===== config.mk =====
export PLATFORM = sky130hd
export DESIGN_NAME = bcd_counter_n
export DESIGN_NICKNAME = d
export VERILOG_FILES = /design/src/rtl/bcd_pkg.sv /design/src/rtl/bcd_digit.sv /design/src/rtl/bcd_counter_n.sv
export SDC_FILE = /design/constraint.sdc
export NUM_CORES = 1
export LEC_CHECK = 0
export ABC_AREA = 1
export CORE_UTILIZATION = 40
export CTS_CLUSTER_DIAMETER = 120
export CTS_CLUSTER_SIZE = 16
export DETAILED_ROUTE_END_ITERATION = 7
export PLACE_DENSITY_LB_ADDON = 0.25
export SYNTH_ARGS = -nofsm -noshare
export SYNTH_HDL_FRONTEND = slang
export SYNTH_HIERARCHICAL = 1
export SYNTH_SLANG_ARGS = --single-unit

===== constraint.sdc =====
create_clock -name F_IN -period 5.15 [get_ports F_IN]
set_input_delay 1.03 -clock F_IN [delete_from_list [all_inputs] [get_ports F_IN]]
set_output_delay 1.03 -clock F_IN [all_outputs]
set_load 0.02 [all_outputs]

===== src/rtl/bcd_pkg.sv =====
// Shared BCD constants and the digit clamp used when loading out-of-range values.
package bcd_pkg;

   localparam int        BCD_W   = 4;
   localparam logic [3:0] BCD_MAX = 4'd9;
   localparam logic [3:0] BCD_MIN = 4'd0;

   function automatic logic [BCD_W-1:0] bcd_clamp(input logic [BCD_W-1:0] digit);
      return (digit > BCD_MAX) ? BCD_MAX : digit;
   endfunction

endpackage


===== src/rtl/bcd_digit.sv =====
// One BCD digit of the event counter: load, up/down count with roll-over,
// and a terminal flag the top level chains into lookahead carry/borrow.
module bcd_digit
   import bcd_pkg::*;
(
   input  logic             i_clk,
   input  logic             i_rst_n,
   input  logic             i_en,
   input  logic             i_up,
   input  logic             i_load,
   input  logic [BCD_W-1:0] i_load_val,
   input  logic             i_cin,
   output logic [BCD_W-1:0] o_digit,
   output logic             o_terminal
);

   logic [BCD_W-1:0] r_digit;
   logic [BCD_W-1:0] w_next;

   // NOTE: every signal driven from always_comb gets a value on all paths
   // (here via the ternaries) so no latch is inferred.
   always_comb begin
      w_next = r_digit;
      if (i_up) w_next = (r_digit == BCD_MAX) ? BCD_MIN : r_digit + 4'd1;
      else      w_next = (r_digit == BCD_MIN) ? BCD_MAX : r_digit - 4'd1;
   end

   // NOTE: sequential state uses non-blocking assignments only, so all digits
   // sample each other's pre-edge values.
   always_ff @(posedge i_clk or negedge i_rst_n) begin
      if (!i_rst_n)               r_digit <= BCD_MIN;
      else if (i_load)            r_digit <= bcd_clamp(i_load_val);
      else if (i_en && i_cin)     r_digit <= w_next;
   end

   assign o_digit    = r_digit;
   assign o_terminal = i_up ? (r_digit == BCD_MAX) : (r_digit == BCD_MIN);

endmodule


===== src/rtl/bcd_counter_n.sv =====
// N-digit BCD event counter with wrap/saturate, carry pulse, sticky overflow
// and a display-hold snapshot register.
module bcd_counter_n
   import bcd_pkg::*;
#(
   parameter int NUM_DIGITS = 6,
   parameter bit WRAP_EN    = 1'b1
) (
   input  logic                        F_IN,
   input  logic                        CLR_N,
   input  logic                        ENA,
   input  logic                        UP,
   input  logic                        LOAD,
   input  logic [BCD_W*NUM_DIGITS-1:0] LOAD_VAL,
   input  logic                        LATCH,
   output logic [BCD_W*NUM_DIGITS-1:0] Q,
   output logic [BCD_W*NUM_DIGITS-1:0] Q_HOLD,
   output logic                        CARRY,
   output logic                        OVF
);

   localparam int W = BCD_W * NUM_DIGITS;

   logic [NUM_DIGITS-1:0] w_term;
   logic [NUM_DIGITS-1:0] w_cin;
   logic                  w_all_term;
   logic                  w_term_evt;
   logic                  w_count_en;

   logic [W-1:0] r_hold;
   logic         r_carry;
   logic         r_ovf;

   // Lookahead: digit i moves only when every lower digit is at its terminal value.
   always_comb begin
      w_cin[0] = ENA;
      for (int i = 1; i < NUM_DIGITS; i++) w_cin[i] = w_cin[i-1] & w_term[i-1];
   end

   assign w_all_term = &w_term;
   assign w_term_evt = ENA & ~LOAD & w_all_term;
   // Saturating build freezes every digit at the terminal count.
   assign w_count_en = ~(w_all_term & ~WRAP_EN);

   for (genvar g = 0; g < NUM_DIGITS; g++) begin : g_digit
      bcd_digit u_digit (
         .i_clk      (F_IN),
         .i_rst_n    (CLR_N),
         .i_en       (w_count_en),
         .i_up       (UP),
         .i_load     (LOAD),
         .i_load_val (LOAD_VAL[BCD_W*g +: BCD_W]),
         .i_cin      (w_cin[g]),
         .o_digit    (Q[BCD_W*g +: BCD_W]),
         .o_terminal (w_term[g])
      );
   end

   always_ff @(posedge F_IN or negedge CLR_N) begin
      if (!CLR_N) begin
         r_hold  <= '0;
         r_carry <= 1'b0;
         r_ovf   <= 1'b0;
      end else begin
         if (LATCH) r_hold <= Q;
         r_carry <= w_term_evt & WRAP_EN;
         // A terminal event on the latching edge wins over the clear.
         if (w_term_evt) r_ovf <= 1'b1;
         else if (LATCH) r_ovf <= 1'b0;
      end
   end

   assign Q_HOLD = r_hold;
   assign CARRY  = r_carry;
   assign OVF    = r_ovf;

endmodule


==> run_results.csv, run 1 <==
group,metric,value,unit
cells_and_area,final-seq-area,1250,sq um
clock_tree,cts_tree,"built",
floorplanning,chipHeight,93.0,microns
clock_tree,cts_setup_buffers,0,
setup_path,reg2regPathDepth,12,
routing,viasPerCell,4.97,
timing,fin_worst_skew,0.00840,ns
timing,slew_headroom,24.1,%
cells_and_area,synthToLayoutAreaGrowth,29.6,%
floorplanning,die_x,93.0,microns
cells_and_area,final_cell_mix,"nand2_1, clkdlybuf4s50_1, dfrtp_1, nand3_1, inv_1",
global_route,antenna_found_initial,0,
setup_path,cp_max_fo,18,
setup_path,cp-endpoint,"g_digit[5].u_digit/o_digit[2]",
floorplanning,core,7890,sq um
yosys,yosysWarnings,6,
timing,finalHoldViolations,0,
clock_tree,cts_buffers,5,
timing,worst_slew_pin_slew,1.14,ns
flow_run,maxCapViolCount,0,
routing,drc,0,
routing,dr_total_vias,3416,
setup_path,slowest_stage,"clkdlybuf4s50_1",
setup_path,crit_chain,"clkdlybuf4s50_1, bufinv_8, a21oi_1, nand3_1, nor3_1, nand2_1, nor2_1, a31o_1, nand2_1, nand2_1",
cells_and_area,final_common_cell,"nand2_1",
floorplanning,start_util,42.0,%
place,dp_cells,680,
clock_tree,hold_buffers,0,
place,placed_area,4200,sq um
timing,drv_slew,0,
timing,setup_viol,0,
cells_and_area,layout-drive-gt1-share,9.73,%
routing,ant_nets,0,
pwr,power.density,255,nW/um^2
clock_tree,cts_root_buf,"clkbuf_8",
clock_tree,cts_resized,0,
setup_path,end_kind,"flip-flop",
place,port_buffers,79,
cells_and_area,layout.nets,615,
yosys,ys_seq_area_share,37.8,%
setup_path,arrival,3.60,ns
yosys,yosysUniqueCellTypes,21,
cells_and_area,diodes,0,
routing,drt_iter0_drc,98,
yosys,syn_avg_cell_area,6.65,sq um
routing,drt_pass1_iterations,6,
setup_path,rr_startpoint,"g_digit[1].u_digit/o_digit[2]",
setup_path,cpPeakStageDelay,0.95,ns
pwr,switching_share,35.8,%
clock_tree,cts_num_sinks,50,
floorplanning,rows,32,
global_route,gr-total-overflow,0,
timing,rsz0062_at_grt,"false",
global_route,first_global_vias,3206,
timing,finalCritPeriodShare,65.2,%
pwr,vdd_drop_max,0.102,mV
clock_tree,cts_max_path_buffers,2,
global_route,track_usage,20.4,%
pwr,p_clk_share,21.8,%
timing,min_period,3.36,ns
pwr,p_switching,392,uW
worst_hold_path,hold_path_class,"reg -> reg",
cells_and_area,fin_util,54.5,%
setup_path,r2r_end,"g_digit[5].u_digit/o_digit[2]",
pwr,p_seq_share,44.6,%
place,dpl.hpwl,6230,microns
pwr,comb_power_share,33.6,%
yosys,synth_edf_count,0,
clock_tree,cts.htree.levels,2,
global_route,grt_max_degree,51,
setup_path,rrSetupSlack,2.92,ns
yosys,synth.cell_area,3310,sq um
yosys,synthArstFlopShare,100,%
yosys,yosys_most_used_dff,"dfrtp_1",
pwr,p_int,702,uW
timing,fmax,298,MHz
setup_path,cp_common_cell,"nand2_1",
yosys,ys_ff_latch,50,
setup_path,crit_start,"UP",
cells_and_area,multi_input_area,1710,sq um
routing,wirelength,8330,microns
timing,finalSetupTns,0,ns
floorplanning,dieArea,8650,sq um
place,place_congestion,0.907,
outcome,outcome,"finished, final reports clean",
cells_and_area,final_cells,688,
worst_hold_path,hp-start,"Q_HOLD[7]",
setup_path,required,5.39,ns
setup_path,criticalPathCategory,"in -> reg",
global_route,grt_pass1_wl,14300,microns
timing,hold_slack,0.480,ns
floorplanning,io_pins,80,
routing,wl_per_cell,12.1,microns
cells_and_area,final_area,4300,sq um
clock_tree,insertion_delay,0.30,ns
cells_and_area,n_fill_cell,772,
setup_path,start_kind,"input pin",
clock_tree,path_clk_slew,0.09,ns
pwr,power_leakage,0.00221,uW
yosys,synthesis.instances,498,
[synth_stat cells (2+ instances only)]
master | n | share of area [%]
a21oi_1 | 12 | 1.8
a31o_1 | 6 | 1.6
buf_4 | 2 | 0.45
buf_6 | 2 | 0.68
bufinv_8 | 6 | 3.2
dfrtp_1 | 50 | 38
inv_1 | 41 | 4.6
inv_2 | 12 | 1.4
nand2_1 | 219 | 25
nand2_2 | 16 | 3.0
nand3_1 | 50 | 7.6
nand4_1 | 13 | 2.5
nor2_1 | 23 | 2.6
nor2_2 | 12 | 2.3
o21ai_0 | 18 | 2.7
o21ai_1 | 6 | 0.91
o22ai_1 | 6 | 1.1
[worst min path at each step]
stage,to,cells past startpoint
floorplan,Q_HOLD[13],2
global placement,Q_HOLD[15],2
detailed placement,Q_HOLD[7],2
CTS,Q_HOLD[7],2
global route,Q_HOLD[12],2
finish,Q_HOLD[7],2
[routing by layer]
| metal | up-vias | routed length, microns | GRT usage [%] |
|---|---|---|---|
| met5 | - | 0 | 0 |
| met4 | 0 | 84 | 6.28 |
| met3 | 6 | 386 | 2.85 |
| met2 | 97 | 3980 | 34.9 |
| met1 | 1557 | 3880 | 26.6 |
| li1 | 1756 | - | - |
[metrics by stage]
stage	total power [uW]	setup slack (ns)
6_report	1090	1.79
3_3_place_gp	858	1.60
5_1_grt	1170	1.62
2_1_floorplan	703	2.91
3_5_place_dp	864	1.48
4_1_cts	1110	1.81
[worst max-delay path, delay by kind of cell]
family | cells | cell delay, ns
simple gates | 6 | 0.93
compound gates | 2 | 0.38
buf+inv | 2 | 1.26
[layout make-up]
class | count | share of cell area, %
clock buffer | 6 | 1.92
clock inverter | 2 | 0.291
inverter | 60 | 7.34
multi-input combinational | 388 | 39.9
sequential | 50 | 29.1
tap | 102 | 2.97
timing repair buffer | 80 | 18.5
[flip-flops by register name, indices dropped and copies added, names as in the netlist]
signal and cells:
Q_HOLD 24, CARRY 1, OVF 1, g_digit.u_digit/o_digit 24
[logic make-up (layout without fill, tap and decap cells)]
kind of cell / after synthesis / in the layout / share of synthesized area, %
AOI/OAI and AO/OA: 48 / 48 / 8.16
buffers and inverters: 65 / 148 / 11.1
DFF: 50 / 50 / 37.8
other: 1 / 6 / 0.113
and+or+nand+nor: 334 / 334 / 42.9
[power groups by stage]
| stage | Combinational, uW | Clock, uW | Sequential [uW] |
|---|---|---|---|
| after global placement | 364 | 0 | 494 |
| final | 368 | 238 | 488 |
| after detailed placement | 369 | 0 | 495 |
| after global routing | 408 | 266 | 497 |
| after CTS | 370 | 251 | 488 |
| after floorplan | 169 | 0 | 534 |
(Power assumes the default switching activity.)
==> inputs of run 2 (changes only) <==
==> constraint.sdc (replaced) <==
create_clock -name F_IN -period 3.2 [get_ports F_IN]
set_input_delay 0.64 -clock F_IN [delete_from_list [all_inputs] [get_ports F_IN]]
set_output_delay 0.64 -clock F_IN [all_outputs]
set_load 0.02 [all_outputs]
==> run 2 against run 1 <==
  * Utilization grew 1.1 points
  * Global-route usage decreased by 0.11 points
  * Combinational power is 61% higher
  * Final area increased by 2.0%
  * Power grew 76%
==> run_results.csv, run 2 (same netlist as run 1, synthesis figures left out) <==
group,metric,value,unit
outcome,outcome,"finished, final reports clean",
cells_and_area,layout.nets,620,
setup_path,cp_max_fo,11,
setup_path,r2r_end,"g_digit[5].u_digit/o_digit[2]",
setup_path,rr_startpoint,"g_digit[1].u_digit/o_digit[2]",
routing,drc,0,
routing,drt_iter0_drc,178,
clock_tree,path_clk_slew,0.09,ns
routing,ant_nets,0,
cells_and_area,final_cell_mix,"nand2_1, clkdlybuf4s50_1, dfrtp_1, nand3_1, inv_1",
floorplanning,start_util,42.0,%
setup_path,cpPeakStageDelay,0.78,ns
global_route,first_global_vias,3088,
floorplanning,chipHeight,93.0,microns
timing,min_period,2.78,ns
floorplanning,rows,32,
global_route,track_usage,20.3,%
timing,finalCritPeriodShare,86.9,%
timing,rsz0062_at_grt,"false",
global_route,grt_pass1_wl,14100,microns
clock_tree,cts_num_sinks,50,
place,dpl.hpwl,6340,microns
cells_and_area,final_common_cell,"nand2_1",
floorplanning,core,7890,sq um
timing,fin_worst_skew,0.00928,ns
setup_path,end_kind,"flip-flop",
routing,wirelength,8330,microns
place,port_buffers,79,
clock_tree,cts_buffers,5,
setup_path,arrival,3.02,ns
place,place_congestion,0.877,
timing,setup_viol,0,
pwr,vdd_drop_max,0.161,mV
place,placed_area,4240,sq um
clock_tree,cts_tree,"built",
clock_tree,cts_root_buf,"clkbuf_8",
routing,wl_per_cell,12.0,microns
setup_path,rrSetupSlack,0.95,ns
timing,fmax,360,MHz
timing,worst_slew_pin_slew,0.656,ns
floorplanning,io_pins,80,
cells_and_area,layout-drive-gt1-share,10.5,%
routing,dr_total_vias,3409,
routing,viasPerCell,4.92,
floorplanning,dieArea,8650,sq um
global_route,grt_max_degree,26,
cells_and_area,final_area,4380,sq um
clock_tree,insertion_delay,0.30,ns
clock_tree,hold_buffers,0,
timing,finalSetupTns,0,ns
global_route,antenna_found_initial,0,
setup_path,slowest_stage,"clkdlybuf4s50_1",
floorplanning,die_x,93.0,microns
cells_and_area,diodes,0,
clock_tree,cts.htree.levels,2,
setup_path,cp_common_cell,"nand2_1",
cells_and_area,synthToLayoutAreaGrowth,32.2,%
setup_path,required,3.44,ns
timing,finalHoldViolations,0,
pwr,power_leakage,0.00226,uW
global_route,gr-total-overflow,0,
setup_path,crit_chain,"clkdlybuf4s50_1, bufinv_8, a21oi_1, nand3_1, nor3_1, nand2_1, nor2_1, a31o_1, nand2_1, nand2_1",
setup_path,start_kind,"input pin",
clock_tree,cts_max_path_buffers,2,
flow_run,maxCapViolCount,0,
setup_path,reg2regPathDepth,12,
worst_hold_path,hold_path_class,"in -> async",
timing,drv_slew,0,
pwr,power.density,439,nW/um^2
clock_tree,cts_resized,0,
timing,slew_headroom,56.1,%
setup_path,criticalPathCategory,"in -> reg",
clock_tree,cts_setup_buffers,0,
routing,drt_pass1_iterations,5,
-- run 2: cell count changes in the layout (fill, tap and decap cells not counted), sizes merged --
| cell | previous run | this run |
|---|---|---|
| buf | 2 | 7 |
| bufinv | 6 | 8 |
| clkinv | 1 | 0 |
| clkinvlp | 1 | 0 |
-- run 2: worst max path at each step --
stage | from | endpoint
6_report | UP | g_digit[5].u_digit/o_digit[2]
3_3_place_gp | UP | g_digit[5].u_digit/o_digit[2]
4_1_cts | UP | g_digit[5].u_digit/o_digit[2]
5_1_grt | UP | g_digit[5].u_digit/o_digit[2]
2_1_floorplan | g_digit[1].u_digit/o_digit[2] | g_digit[5].u_digit/o_digit[2]
3_5_place_dp | UP | g_digit[5].u_digit/o_digit[2]
-- run 2: power breakdown --
part	total [uW]	internal [uW]	leakage, uW	switching, uW
clock	542	333	0.0000714	208
combinational	594	264	0.00157	329
sequential	786	694	0.000624	91.9
total	1920	1290	0.00226	630
-- run 2: critical path, delay by kind of cell --
kind            cells  cell delay, ns
simple gates        6            0.95
compound gates      2            0.37
buf+inv             2            1.06
-- run 2: stage by stage --
stage | std cells | total power, uW | util (%) | hold slack [ns] | setup WS (ns)
floorplan | 503 | 1130 | - | 0.344 | 1.35
global placement | 685 | 1390 | 53.7 | 0.454 | 0.270
finish | 693 | 1920 | 55.5 | 0.317 | 0.420
detailed placement | 685 | 1390 | 53.7 | 0.462 | 0.142
CTS | 693 | 1950 | 55.5 | 0.319 | 0.462
global route | 693 | 2050 | 55.5 | 0.351 | 0.288
-- run 2: final cells by class --
cell class                 instances  area [sq um]
clock buffer                       6          82.6
tap                              102           128
sequential                        50          1250
inverter                          60           315
clock inverter                     2          60.1
multi-input combinational        388          1710
fill                             756          3510
timing repair buffer              85           831
-- run 2: per-layer routing --
metal / GRT usage (%) / vias up / share of wire (%)
li1: - / 1763 / -
met1: 27.4 / 1547 / 47
met2: 33.8 / 93 / 48
met3: 2.11 / 6 / 4.4
met4: 6.92 / 0 / 0.97
met5: 0 / - / 0
==> inputs of run 3 (changes only) <==
--- a/config.mk
+++ b/config.mk
@@ -11,6 +11,7 @@
 export CTS_CLUSTER_SIZE = 16
 export DETAILED_ROUTE_END_ITERATION = 7
 export PLACE_DENSITY_LB_ADDON = 0.25
+export SKIP_CTS_REPAIR_TIMING = 1
 export SYNTH_ARGS = -nofsm -noshare
 export SYNTH_HDL_FRONTEND = slang
 export SYNTH_HIERARCHICAL = 1
==> results of run 3 <==
Final layout, timing and power as in run 2 (identical DEF).
